## config.mk

```make
export PLATFORM = sky130hd
export DESIGN_NAME = debug_reg_select_flat
export DESIGN_NICKNAME = d
export VERILOG_FILES = /design/src/rtl/debug_reg_select_if.sv /design/src/rtl/debug_reg_select.sv /design/src/flat_wrapper.sv
export SDC_FILE = /design/constraint.sdc
export NUM_CORES = 1
export LEC_CHECK = 0
export CAP_MARGIN = 20
export CELL_PAD_IN_SITES_DETAIL_PLACEMENT = 0
export CELL_PAD_IN_SITES_GLOBAL_PLACEMENT = 1
export CORE_ASPECT_RATIO = 1.1
export CORE_MARGIN = 8
export CORE_UTILIZATION = 30
export CTS_BUF_LIST = sky130_fd_sc_hd__clkbuf_4 sky130_fd_sc_hd__clkbuf_8
export CTS_CLUSTER_SIZE = 40
export DETAILED_ROUTE_END_ITERATION = 7
export GPL_TIMING_DRIVEN = 0
export PLACE_DENSITY = 0.61
export SYNTH_ARGS = -nofsm -noshare
export SYNTH_HDL_FRONTEND = slang
export SYNTH_SLANG_ARGS = --single-unit
```

## constraint.sdc

```tcl
create_clock -name clk -period 4.25 [get_ports clk]
set_input_delay 0.425 -clock clk [delete_from_list [all_inputs] [get_ports clk]]
set_output_delay 0.425 -clock clk [all_outputs]
set_load 0.01 [all_outputs]
```

## src/rtl/debug_reg_select_if.sv

```systemverilog
// Register-select bundle: raw user inputs, register-file debug
// read port and the captured word handed to the display stage.
interface debug_reg_select_if #(
  parameter int IDX_W = 5
);
  logic             btn_next;
  logic             btn_prev;
  logic             freeze;
  logic [31:0]      dbg_rdata;
  logic [IDX_W-1:0] dbg_raddr;
  logic [IDX_W-1:0] sel_idx;
  logic [31:0]      register;

  modport master (
    input  btn_next,
    input  btn_prev,
    input  freeze,
    input  dbg_rdata,
    output dbg_raddr,
    output sel_idx,
    output register
  );

  modport slave (
    output btn_next,
    output btn_prev,
    output freeze,
    output dbg_rdata,
    input  dbg_raddr,
    input  sel_idx,
    input  register
  );
endinterface

```

## src/rtl/debug_reg_select.sv

```systemverilog
// Steps a register index with debounced next/prev buttons and
// captures the register-file debug read into a stable display word.
module debug_reg_select #(
  parameter int DEBOUNCE_CYCLES = 500000,
  parameter int REG_COUNT       = 32,
  parameter int IDX_W           = 5
) (
  input logic              clk,
  input logic              rst,
  debug_reg_select_if.master bus
);

  localparam int CNT_W = $clog2(DEBOUNCE_CYCLES) + 1;
  localparam logic [CNT_W-1:0] CNT_MAX =
    CNT_W'(DEBOUNCE_CYCLES - 1);
  localparam logic [IDX_W-1:0] IDX_MAX =
    IDX_W'(REG_COUNT - 1);

  // bit 0 = next, bit 1 = prev, bit 2 = freeze
  logic [2:0] s1;
  logic [2:0] s2;

  logic [1:0][CNT_W-1:0] cnt;
  logic [1:0]            deb;
  logic [1:0]            deb_q;
  logic [1:0]            rise;
  logic                  inc_p;
  logic                  dec_p;

  logic [IDX_W-1:0] sel;
  logic             load_req;
  logic [31:0]      reg_q;

  always_ff @(posedge clk or posedge rst) begin
    if (rst) begin
      s1 <= '0;
      s2 <= '0;
    end else begin
      s1 <= {bus.freeze, bus.btn_prev, bus.btn_next};
      s2 <= s1;
    end
  end

  // Any return to the accepted level restarts the count
  always_ff @(posedge clk or posedge rst) begin
    if (rst) begin
      cnt <= '0;
      deb <= '0;
    end else begin
      for (int i = 0; i < 2; i++) begin
        if (s2[i] == deb[i]) begin
          cnt[i] <= '0;
        end else if (cnt[i] == CNT_MAX) begin
          deb[i] <= s2[i];
          cnt[i] <= '0;
        end else begin
          cnt[i] <= cnt[i] + 1'b1;
        end
      end
    end
  end

  assign rise  = deb & ~deb_q;
  assign inc_p = rise[0];
  assign dec_p = rise[1];

  always_ff @(posedge clk or posedge rst) begin
    if (rst) begin
      deb_q    <= '0;
      sel      <= '0;
      load_req <= 1'b0;
    end else begin
      deb_q    <= deb;
      load_req <= 1'b0;
      unique case (1'b1)
        (inc_p && !dec_p): begin
          sel      <= (sel == IDX_MAX) ? '0 : sel + 1'b1;
          load_req <= 1'b1;
        end
        (dec_p && !inc_p): begin
          sel      <= (sel == '0) ? IDX_MAX : sel - 1'b1;
          load_req <= 1'b1;
        end
        default: ;
      endcase
    end
  end

  // load_req lines up with read data for the new address
  always_ff @(posedge clk or posedge rst) begin
    if (rst) begin
      reg_q <= '0;
    end else if (!s2[2] || load_req) begin
      reg_q <= bus.dbg_rdata;
    end
  end

  assign bus.sel_idx   = sel;
  assign bus.dbg_raddr = sel;
  assign bus.register  = reg_q;

endmodule

```

## src/flat_wrapper.sv

```systemverilog
// flat-port wrapper written by rule: the top's interface ports become plain ports
module debug_reg_select_flat 
#(
  parameter int DEBOUNCE_CYCLES = 500000,
  parameter int REG_COUNT       = 32,
  parameter int IDX_W           = 5
)
  (clk, rst, bus_btn_next, bus_btn_prev, bus_freeze, bus_dbg_rdata, bus_dbg_raddr, bus_sel_idx, bus_register);
  debug_reg_select_if #(.IDX_W(IDX_W)) bus_i ();
  input logic clk;
  input logic rst;
  input wire logic [$bits(bus_i.btn_next)-1:0] bus_btn_next;
  input wire logic [$bits(bus_i.btn_prev)-1:0] bus_btn_prev;
  input wire logic [$bits(bus_i.freeze)-1:0] bus_freeze;
  input wire logic [$bits(bus_i.dbg_rdata)-1:0] bus_dbg_rdata;
  output wire logic [$bits(bus_i.dbg_raddr)-1:0] bus_dbg_raddr;
  output wire logic [$bits(bus_i.sel_idx)-1:0] bus_sel_idx;
  output wire logic [$bits(bus_i.register)-1:0] bus_register;
  assign bus_i.btn_next = bus_btn_next;
  assign bus_i.btn_prev = bus_btn_prev;
  assign bus_i.freeze = bus_freeze;
  assign bus_i.dbg_rdata = bus_dbg_rdata;
  assign bus_dbg_raddr = bus_i.dbg_raddr;
  assign bus_sel_idx = bus_i.sel_idx;
  assign bus_register = bus_i.register;
  debug_reg_select #(.DEBOUNCE_CYCLES(DEBOUNCE_CYCLES), .REG_COUNT(REG_COUNT), .IDX_W(IDX_W)) u_core (.clk(clk), .rst(rst), .bus(bus_i));
endmodule
```

# Yosys cells after proc, flatten, opt, wreduce, memory -nomap -nowiden
# Index checks and enable logic that the tools add are counted.
# classes
n_eq_ne	5
bitwise	4
addsub	4
muxes	8
reduce_logical	11
# ops
op	n
2-to-1 mux 20 bit	4
adder 20 x 1 -> 20 bit, second input constant	2
equality test 20 x 19 -> 1 bit, second input constant	2
2-to-1 mux 5 bit	2
case mux 5 bit (2 select lines)	1
adder 5 x 1 -> 5 bit, second input constant	1
equality test 5 bit, second input constant	1
logical NOT 5 bit	1
subtractor 5 x 1 -> 5 bit, second input constant	1
AND reduction 2 bit	2
logical NOT 1 bit	3
bitwise AND 2 bit	1
equality test 1 bit	2
logical AND 1 bit	2
inverter 1 bit	2
inverter 2 bit	1
nonzero test 2 bit	1
OR reduction 2 bit	1
logical OR 1 bit	1
2-to-1 mux 1 bit	1
# totals
word_cells	42
reg_bits	88
out_inout_bits	42
in_bits	37

# Logic depth before layout (Yosys ltp)
# depth
depth_word	6
depth_mapped	7
ltp_nobuf	6

# Worst setup path before layout
# OpenSTA, ideal clock, no wires.
# synth_timing
path_kind	reg2reg
start	register u_core.cnt[20] (netlist name)
end	register u_core.cnt[38] (netlist name)
arrival_ns	1.803
path_slack_ns	2.369
path_stages_with_launch	6
n_path_buf	0
period_less_slack_ns	1.881
path_cell_list	dfrtp_1 -> ha_1 -> nand4_2 -> or4_4 -> or4_1 -> a21oi_1
# synth_between
elab_chain_cells	3
# synth_rtl
element	line_no	text
from (decl)	debug_reg_select.sv:23	logic [1:0][CNT_W-1:0] cnt;
from (signal, indexed assignment)	debug_reg_select.sv:57	cnt[i] <= cnt[i] + 1'b1;
adder 20 x 1 -> 20 bit or equality test 20 x 19 -> 1 bit (tied branches)	debug_reg_select.sv:57, debug_reg_select.sv:53	
2-to-1 mux 20 bit *	debug_reg_select.sv:53	end else if (cnt[i] == CNT_MAX) begin
2-to-1 mux 20 bit *	debug_reg_select.sv:51	if (s2[i] == deb[i]) begin
# Mark *: on every way between the ends. The rest lies on a longest branch, timed or not.
# A chain may end at the register's enable or synchronous reset.

# Worst setup path in the final report
# layout_timing
start	register u_core.cnt[2] (netlist name)
end	register u_core.cnt[13] (netlist name)
# Same word-level chain as after synthesis.

==> flow_summary.json <==
{
  "period_minus_slack_ps": 2200,
  "rsz0062_at_grt": "false",
  "slew_headroom_pct": 48.0,
  "finalClockSkew_ps": 8.81,
  "cts.sinks": 88,
  "routed_via_density": 4.69,
  "powerDensity_nw_per_um2": 314,
  "fin_nets": 483,
  "boundaryPins": 79,
  "ir_drop_v": 0.000109,
  "fin_hold_ws_ps": 357,
  "ys_ff_latch": 88,
  "drv_slew": 0,
  "path_depth": 6,
  "r2r_setup_slack_ps": 2050,
  "clkTransAtPathRegs_ps": 80,
  "wl_per_cell_um": 14.5,
  "met2_usage_pct": 15.9,
  "portBuffers": 78,
  "syn-instance-count": 350,
  "critical-path-max-stage-delay_ps": 640,
  "fp-row-count": 44,
  "power_leakage_nw": 2.11,
  "top_usage_layer": "met2",
  "synth-main-ff-cell": "dfrtp_1",
  "layout-drive-gt1-share_pct": 15.3,
  "synth_area_leaders": "dfrtp_1 55%, mux2_2 9.6%, xnor2_1 4.4%, nor2_1 3.8%, xor2_1 2.9%",
  "crit_family": "compound AO/OA/AOI/OAI gates",
  "antenna_cells": 0,
  "clk_path_buf_depth": 2,
  "globalplace.congestion": 0.810,
  "mappedNetlistArea_um2": 3970,
  "drtPass1Iterations": 4,
  "grt_pass1_wl_mm": 15.1,
  "synth_fp_nets": 393,
  "vias": 2842,
  "hold_class": "flop to flop",
  "start_util_pct": 30.5,
  "timing.fmax_ghz": 0.454,
  "grt_pass1_vias": 2901,
  "min_period_over_period_pct": 51.9,
  "timing.rr.end": "u_core.cnt[13]$_DFF_PP0_",
  "overflow": 0,
  "root_buffer": "clkbuf_8",
  "path_cells": "clkbuf_1 -> and4_1 -> nand4_1 -> o21ai_1 -> buf_2 -> nor2_1",
  "synth_area_leader_cell": "dfrtp_1",
  "async_flop_share_pct": 100,
  "die_height_um": 137,
  "max_cap_violations": 0,
  "cts_resized": 0,
  "htreeDepth": 3,
  "crit_path_end": "u_core.cnt[13]$_DFF_PP0_",
  "hpwl_mm": 6.40,
  "end_kind": "flop",
  "hold_viol": 0,
  "tns_ps": 0,
  "drc": 0,
  "die-area_um2": 17200,
  "drt_iter0_markers": 211,
  "syn_to_final_growth_pct": 29.9,
  "setup_viol": 0,
  "cp-start-kind": "flop",
  "use_met1_pct": 14.7,
  "cts_hold_buf": 0,
  "synth_top_cell_area_share_pct": 55.4,
  "antenna_found_initial": 0,
  "post_cts_buffers": 0,
  "worstPathMaxFanout": 10,
  "slowest_stage": "o21ai_1",
  "crit-reg2reg-launch": "u_core.cnt[2]$_DFF_PP0_",
  "grt_use_met3_pct": 3.51,
  "yosysWarnings": 0,
  "r2r_cells": 6,
  "synth_cell_type_count": 42,
  "grt_use_total_pct": 11.0,
  "clk_latency_ps": 360,
  "critical_path_buf_inv_count": 2,
  "outcome": "finished, final reports clean",
  "cp.required_ps": 4490,
  "ys_seq_area_share_pct": 55.4,
  "crit_arrival_ps": 2450,
  "antenna_left": 0,
  "synth_edf_count": 0,
  "cp-startpoint": "u_core.cnt[2]$_DFF_PP0_",
  "die_w_um": 126,
  "synth.avg_cell_area_um2": 11.4,
  "cts_buffers": 9,
  "layout_commonest_cell": "dfrtp_1",
  "coreArea_um2": 13000,
  "tightest_slew_ps": 775,
  "final_cell_mix": "88 x dfrtp_1, 78 x clkdlybuf4s50_1, 40 x nor2_1",
  "cts_tree": "yes",
  "grt_max_degree": 51,
  "crit_type": "flop to flop",
  "drt-total-wl_mm": 8.79
}
## how the worst min path moves through the flow
stage	start	to	slack (ps)	cells after the start
2_1_floorplan	u_core.s1[0]$_DFF_PP0_	u_core.s2[0]$_DFF_PP0_	330	0
5_1_grt	u_core.s1[2]$_DFF_PP0_	u_core.s2[2]$_DFF_PP0_	360	0
6_report	u_core.s1[0]$_DFF_PP0_	u_core.s2[0]$_DFF_PP0_	360	0
3_3_place_gp	u_core.s1[2]$_DFF_PP0_	u_core.s2[2]$_DFF_PP0_	340	0
4_1_cts	u_core.s1[2]$_DFF_PP0_	u_core.s2[2]$_DFF_PP0_	360	0
3_5_place_dp	u_core.s1[2]$_DFF_PP0_	u_core.s2[2]$_DFF_PP0_	340	0
## synth_stat cells (3+ instances only)
cell type	instances
dfrtp_1	88
ha_1	6
xnor2_1	20
mux2_2	34
clkbuf_1	7
or4_1	3
xor2_1	13
inv_1	12
or3_1	4
nor4b_1	4
o31ai_1	4
buf_4	5
nand2_1	14
a21oi_1	9
nand4_1	11
o21ai_0	10
nand3_1	16
nor4_1	6
nor2_1	40
nor3_1	12
buf_1	3
## flip-flops by register name (all words and copies together) (netlist names)
signal,cells
u_core.load_req,1
u_core.bus.dbg_raddr,5
u_core.cnt,40
u_core.deb,2
u_core.deb_q,2
u_core.bus.register,32
u_core.s2,3
u_core.s1,3
## per-stage QoR
step | total power [mW] | utilization [%] | setup WS, ps | instance area, µm² | cells
final | 1.62 | 39.6 | 2050 | 5160 | 606
after floorplan | 0.989 | - | 1550 | 3970 | 350
after detailed placement | 1.11 | 38.2 | 2040 | 4990 | 590
after global placement | 1.10 | 38.0 | 13.2 | 4960 | 589
after CTS | 1.66 | 39.6 | 2030 | 5160 | 606
after global routing | 1.71 | 39.6 | 1830 | 5160 | 606
## cell type report
type | count | area [µm²]
Buffer | 19 | 95.1
Clock inverter | 3 | 17.5
Inverter | 12 | 47.5
Timing Repair Buffer | 79 | 808
Fill cell | 1299 | 7880
Sequential cell | 88 | 2200
Multi-Input combinational cell | 231 | 1630
Clock buffer | 13 | 160
Tap cell | 161 | 201
## worst reg2reg max path, delay by kind of cell, from the launching register on
kind                   cells  cell delay, ps
buffers and inverters      2             620
flip-flops                 1             330
AO/OA/AOI/OAI              1             640
AND/OR/NAND/NOR            3             500
## power by group
part / total, mW / switching [mW] / internal (mW)
Combinational: 0.194 / 0.0781 / 0.116
Clock: 0.535 / 0.288 / 0.247
Sequential: 0.893 / 0.0189 / 0.874
Total: 1.62 / 0.385 / 1.24
## routing by layer
metal | up-vias | routed length [µm] | share of wire (%)
li1 | 1398 | - | -
met1 | 1361 | 4520 | 51
met2 | 75 | 3670 | 42
met3 | 8 | 447 | 5.1
met4 | 0 | 150 | 1.7
met5 | - | 0 | 0
## kinds of logic (layout without fill, tap and decap cells)
| group | after synthesis | after routing | share of synthesized area [%] |
|---|---|---|---|
| buffers and inverters | 31 | 126 | 3.53 |
| XOR/XNOR | 33 | 33 | 7.27 |
| multiplexers | 35 | 35 | 9.89 |
| adder cells (fa/ha/maj) | 6 | 6 | 1.89 |
| AO/OA/AOI/OAI | 30 | 30 | 4.50 |
| AND/OR/NAND/NOR | 127 | 127 | 17.5 |
| flip-flops | 88 | 88 | 55.4 |
Power figures use the tool's default switching activity.
